File: config.mk
export PLATFORM = sky130hd
export DESIGN_NAME = seq_detect_sched
export DESIGN_NICKNAME = d
export VERILOG_FILES = /design/src/rtl/seq_det_pkg.sv /design/src/rtl/rr_arbiter.sv /design/src/rtl/seq_detect_sched.sv
export SDC_FILE = /design/constraint.sdc
export NUM_CORES = 1
export LEC_CHECK = 0
export ABC_CLOCK_PERIOD_IN_PS = 8100
export BUFFER_PORTS_ARGS = -buffer_cell sky130_fd_sc_hd__buf_4
export CAP_MARGIN = 20
export CORE_ASPECT_RATIO = 2
export CORE_UTILIZATION = 40
export CTS_CLUSTER_DIAMETER = 50
export DETAILED_ROUTE_END_ITERATION = 10
export HOLD_SLACK_MARGIN = 0.03
export PLACE_DENSITY = 0.53
export SLEW_MARGIN = 20
export SYNTH_ARGS = -nofsm -noshare
export SYNTH_HDL_FRONTEND = slang
export SYNTH_SLANG_ARGS = --single-unit
File: constraint.sdc
create_clock -name clk -period 8.1 [get_ports clk]
set_input_delay 0.405 -clock clk [delete_from_list [all_inputs] [get_ports clk]]
set_output_delay 0.405 -clock clk [all_outputs]
set_load 0.03 [all_outputs]
File: src/rtl/seq_det_pkg.sv
// Shared constants and width helpers for the time-shared serial pattern detector.
package seq_det_pkg;
  localparam int NCH_DEF = 4;
  localparam int PMAX_DEF = 8;
  localparam int CW_DEF = 8;
  localparam int DEF_LEN = 6;
  localparam logic [5:0] DEF_PATTERN = 6'b101010;

  // Index width that stays at least 1 bit wide for tiny counts.
  function automatic int idx_w(input int n);
    return (n > 1) ? $clog2(n) : 1;
  endfunction
endpackage

File: src/rtl/rr_arbiter.sv
// Round-robin arbiter: searches req from the pointer upward, wraps, grants one requester.
module rr_arbiter
  import seq_det_pkg::*;
#(
  parameter int N = 4,
  localparam int IW = idx_w(N)
) (
  input  logic          clk,
  input  logic          rst_n,
  input  logic [N-1:0]  req,
  input  logic          en,
  output logic [N-1:0]  gnt,
  output logic [IW-1:0] gnt_idx,
  output logic [IW-1:0] ptr
);
  logic          found;
  logic [IW:0]   j;

  always_comb begin
    gnt     = '0;
    gnt_idx = '0;
    found   = 1'b0;
    j       = '0;
    for (int i = 0; i < N; i++) begin
      j = {1'b0, ptr} + (IW+1)'(i);
      if (j >= (IW+1)'(N)) j = j - (IW+1)'(N);
      if (en && !found && req[j[IW-1:0]]) begin
        found   = 1'b1;
        gnt[j[IW-1:0]] = 1'b1;
        gnt_idx = j[IW-1:0];
      end
    end
  end

  // Pointer moves past the winner only when something was actually granted.
  always_ff @(posedge clk or negedge rst_n) begin
    if (!rst_n) begin
      ptr <= '0;
    end else if (found) begin
      ptr <= (gnt_idx == IW'(N-1)) ? '0 : gnt_idx + IW'(1);
    end
  end
endmodule

File: src/rtl/seq_detect_sched.sv
// Programmable serial-pattern detector shared by NCH bit-serial channels through
// one compare engine; per-channel history, fill level and saturating match counts.
module seq_detect_sched
  import seq_det_pkg::*;
#(
  parameter int NCH = NCH_DEF,
  parameter int PMAX = PMAX_DEF,
  parameter int CW = CW_DEF,
  localparam int CHW = idx_w(NCH),
  localparam int LW = idx_w(PMAX+1)
) (
  input  logic            clk,
  input  logic            rst_n,
  input  logic            cfg_we,
  input  logic [PMAX-1:0] cfg_pattern,
  input  logic [LW-1:0]   cfg_len,
  input  logic            cfg_overlap,
  output logic            cfg_err,
  input  logic [NCH-1:0]  in_valid,
  input  logic [NCH-1:0]  in_bit,
  output logic [NCH-1:0]  in_ready,
  output logic            match_valid,
  output logic [CHW-1:0]  match_ch,
  input  logic [CHW-1:0]  cnt_sel,
  output logic [CW-1:0]   cnt_out
);
  // Handshake: channel i transfers in_bit[i] on a rising edge where in_valid[i] and
  // in_ready[i] are both high; in_ready is one-hot (or zero) and never waits on a transfer.

  logic [PMAX-1:0] pattern;
  logic [LW-1:0]   len;
  logic            overlap;
  logic [PMAX-1:0] hist [NCH];
  logic [LW-1:0]   fill [NCH];
  logic [CW-1:0]   cnt  [NCH];

  logic [NCH-1:0]  gnt;
  logic [CHW-1:0]  gnt_idx;
  logic [CHW-1:0]  rr_ptr;
  logic            xfer;
  logic            cfg_legal;
  logic [PMAX-1:0] hist_cur;
  logic [PMAX-1:0] new_hist;
  logic [LW-1:0]   new_fill;
  logic [PMAX-1:0] len_mask;
  logic            hit;

  rr_arbiter #(.N(NCH)) u_arb (
    .clk     (clk),
    .rst_n   (rst_n),
    .req     (in_valid),
    .en      (!cfg_we),
    .gnt     (gnt),
    .gnt_idx (gnt_idx),
    .ptr     (rr_ptr)
  );

  assign in_ready  = gnt;
  assign xfer      = |gnt;
  assign cfg_legal = (cfg_len != '0) && (cfg_len <= LW'(PMAX));

  // Single shared compare engine operating on the granted channel only.
  always_comb begin
    hist_cur = hist[gnt_idx];
    new_hist = (hist_cur << 1) | PMAX'(in_bit[gnt_idx]);
    new_fill = (fill[gnt_idx] >= len) ? len : fill[gnt_idx] + LW'(1);
    len_mask = {PMAX{1'b1}} >> (LW'(PMAX) - len);
    hit      = xfer && (new_fill == len) && (((new_hist ^ pattern) & len_mask) == '0);
  end

  always_ff @(posedge clk or negedge rst_n) begin
    if (!rst_n) begin
      pattern     <= PMAX'(DEF_PATTERN);
      len         <= LW'(DEF_LEN);
      overlap     <= 1'b1;
      match_valid <= 1'b0;
      match_ch    <= '0;
      cfg_err     <= 1'b0;
      for (int i = 0; i < NCH; i++) begin
        hist[i] <= '0;
        fill[i] <= '0;
        cnt[i]  <= '0;
      end
    end else begin
      match_valid <= hit;
      cfg_err     <= cfg_we && !cfg_legal;
      if (hit) match_ch <= gnt_idx;
      if (cfg_we) begin
        if (cfg_legal) begin
          pattern <= cfg_pattern;
          len     <= cfg_len;
          overlap <= cfg_overlap;
          for (int i = 0; i < NCH; i++) begin
            hist[i] <= '0;
            fill[i] <= '0;
            cnt[i]  <= '0;
          end
        end
      end else if (xfer) begin
        hist[gnt_idx] <= new_hist;
        fill[gnt_idx] <= (hit && !overlap) ? '0 : new_fill;
        if (hit && (cnt[gnt_idx] != '1)) cnt[gnt_idx] <= cnt[gnt_idx] + CW'(1);
      end
    end
  end

  generate
    if (NCH == (1 << CHW)) begin : g_cnt_full
      assign cnt_out = cnt[cnt_sel];
    end else begin : g_cnt_guard
      assign cnt_out = (cnt_sel < CHW'(NCH)) ? cnt[cnt_sel] : '0;
    end
  endgenerate
endmodule

==> results.py <==
metrics = {
    "synth": {
        "synth.most_common_cell": "nand2_1",
        "synth_commonest_cells": "nand2_1 (110), dfrtp_1 (89), nand3_1 (64)",
        "avgSynthCellArea_um2": 9.03,
        "yosys_warnings": 0,
        "synth-async-reset-ratio": 1.00,
        "ys.flop_type": "dfrtp_1",
        "ys_types": 76,
        "netlist_instances": 734,
        "ys_ff_latch": 95,
        "yosys.area.top_type_share": 0.336,
        "synth_seq_area_share": 0.360,
        "syn-cell-area_mm2": 0.00663,
        "yosysTopAreaCell": "dfrtp_1",
        "synth_edf_count": 0,
        "synth_fp_nets": 780,
        "yosys-top-cells-area": "dfrtp_1 (34%), nand2_1 (6.2%), nand3_1 (4.8%)",
    },
    "route": {
        "firstDrtPassIters": 7,
        "drtIter0Drc": 350,
        "drc": 0,
        "vias_per_cell": 6.10,
        "detail-route-antenna-nets": 0,
        "dr_total_vias": 5842,
        "routed_wl_um": 20900,
        "wl_per_cell_um": 21.8,
    },
    "global_route": {
        "grt_max_degree": 63,
        "antenna_found_initial": 0,
        "grt-busiest-layer": "met2",
        "grt_use_total": 0.257,
        "met1_usage": 0.272,
        "grt_pass1_vias": 6062,
        "grt_overflow": 0,
        "grt_first_pass_wirelength_um": 33200,
        "met2_usage": 0.473,
        "globalRouteMet3Util": 0.0335,
    },
    "cts": {
        "cts_buffers": 9,
        "cts_tree": "done",
        "holdBufCountCts": 0,
        "clock_latency_ps": 360,
        "post_cts_buffers": 0,
        "cts_htree_levels": 3,
        "clockBufferDepth": 2,
        "cts.sinks": 95,
        "clock-root-buffer": "clkbuf_16",
        "clkSlewWorstSetupHoldPaths_ps": 70,
        "ctsResizeCount": 0,
    },
    "setup_path": {
        "path_cells": "inv_1 -> ha_1 -> nor2_1 -> a211o_1 -> a21o_1 -> nand2_4 -> inv_2 -> nand2_1 -> and3_1 -> a31oi_1 -> ha_1 -> a21o_1 -> a21o_1 -> a21o_1 -> or4_1 -> mux2i_1 -> a41o_1 -> a2111o_1 -> nor4_4 -> o32ai_1",
        "critPathLaunchType": "register",
        "required_ps": 8290,
        "crit_slowest_cell": "nor4_4",
        "crit_fanout": 35,
        "cpPeakStageDelay_ps": 800,
        "cp.buffers_inverters": 2,
        "crit_type": "reg -> reg",
        "cp_common_cell": "a21o_1",
        "critPathTopFamily": "compound AO/OA/AOI/OAI gates",
        "arrival_ps": 6700,
        "end_kind": "register",
    },
    "timing": {
        "timing.fmax_ghz": 0.154,
        "drv_slew": 0,
        "setup_viol": 0,
        "hold_viol": 0,
        "fin_crit_ps": 6510,
        "worst_pin_slew_ps": 931,
        "post-route-period-util": 0.804,
        "slew_headroom": 0.375,
        "rsz0062_at_grt": "no",
        "finalClockSkew_ps": 6.61,
        "tns_ps": 0,
    },
    "cells_and_area": {
        "drive_above_1_share": 0.153,
        "nets": 795,
        "diodes": 0,
        "final_area_mm2": 0.00736,
        "area_growth_pct": 11.0,
    },
    "die": {
        "rows": 66,
        "dieWidth_um": 93.0,
        "die_area_mm2": 0.0171,
        "core_area_mm2": 0.0163,
        "start_util": 0.407,
        "ioPinCount": 42,
        "fp.dieH_um": 184,
    },
    "power": {
        "power.density_mw_per_mm2": 424,
        "p_leak_nw": 3.16,
        "fin_total_pwr_w": 0.00312,
        "ir_drop_mv": 0.222,
    },
    "min_path": {
        "hold_path_class": "in -> async",
    },
    "placement": {
        "port_buffers": 41,
        "place.gp.congestion": 0.908,
        "dp_hpwl_um": 15200,
        "place_area_mm2": 0.00705,
    },
    "run": {
        "maxCapViolCount": 0,
    },
    "status": {
        "status": "finished clean",
    },
}
## worst register-to-register path: stages (launching register included)
cell and delay [ps]:
dfrtp_1 580, inv_1 200, ha_1 350, nor2_1 280
a211o_1 200, a21o_1 540, nand2_4 450, inv_2 460
nand2_1 90, and3_1 170, a31oi_1 240, ha_1 210
a21o_1 90, a21o_1 130, a21o_1 220, or4_1 150
mux2i_1 70, a41o_1 240, a2111o_1 690, nor4_4 800
o32ai_1 210
## worst paths after layout
check,startpoint,to,slack (ps),depth (start not counted)
max in group asynchronous,rst_n,len[3],6920,2
hold / removal,rst_n,fill[11],60,1
setup / recovery,u_arb.ptr[0],fill[8],1590,20
hold reg to reg,match_ch[0],match_ch[0],500,1
min in group clk,cfg_pattern[3],pattern[3],230,3
setup reg to reg,u_arb.ptr[0],fill[8],1590,20
## cell type report
cell class              instances  area [um^2]
repair buffers                 50          375
clock buffers                  13          280
inverters                      31          116
clock inverters                 3         23.8
flip-flops and latches         95         2380
multi-input cells             562         3920
fillers                      1588         8910
well taps                     204          255
## report_power, final
part,internal [W],switching [W]
clock network,0.000243,0.000191
registers,0.000629,0.000157
logic,0.000642,0.00126
## metal layers
layer | wire (um) | share of wire
met1 | 7820 | 0.37
met4 | 1210 | 0.058
met2 | 11300 | 0.54
met5 | 0 | 0
met3 | 624 | 0.030
## layout by cell type, fill, tap and decap left out, types with 17 or more instances in the layout
cell type / netlist / final
nand2_1: 110 / 109
dfrtp_1: 89 / 89
nand3_1: 64 / 64
buf_4: 1 / 50
o21ai_0: 39 / 39
inv_1: 29 / 29
nor2_1: 28 / 28
and2_1: 27 / 27
a221o_1: 21 / 21
mux2i_1: 21 / 21
ha_1: 20 / 20
o31ai_1: 18 / 18
xnor2_1: 17 / 17
## logic make-up after synthesis
logic type | share of synthesized area
adder cells (fa/ha/maj) | 0.0378
flip-flops | 0.360
buffers and inverters | 0.0489
AO/OA/AOI/OAI | 0.184
XOR/XNOR | 0.0278
AND/OR/NAND/NOR | 0.249
multiplexers | 0.0929
## sequential cells by signal, indices dropped and copies added, names as in the netlist
register     cells
overlap          1
cfg_err          1
pattern          8
fill            16
match_ch         2
hist            28
len              4
cnt             32
match_valid      1
u_arb.ptr        2
## through the flow
stage	hold WS, ps	utilization	std cells	setup slack, ps
finish	60.2	0.452	958	1590
detailed placement	459	0.433	942	1590
global placement	452	0.433	942	1850
CTS	76.1	0.452	958	1610
floorplan	109	-	734	2400
global route	103	0.452	958	1160
No activity file was read; power rests on OpenSTA's default activity.
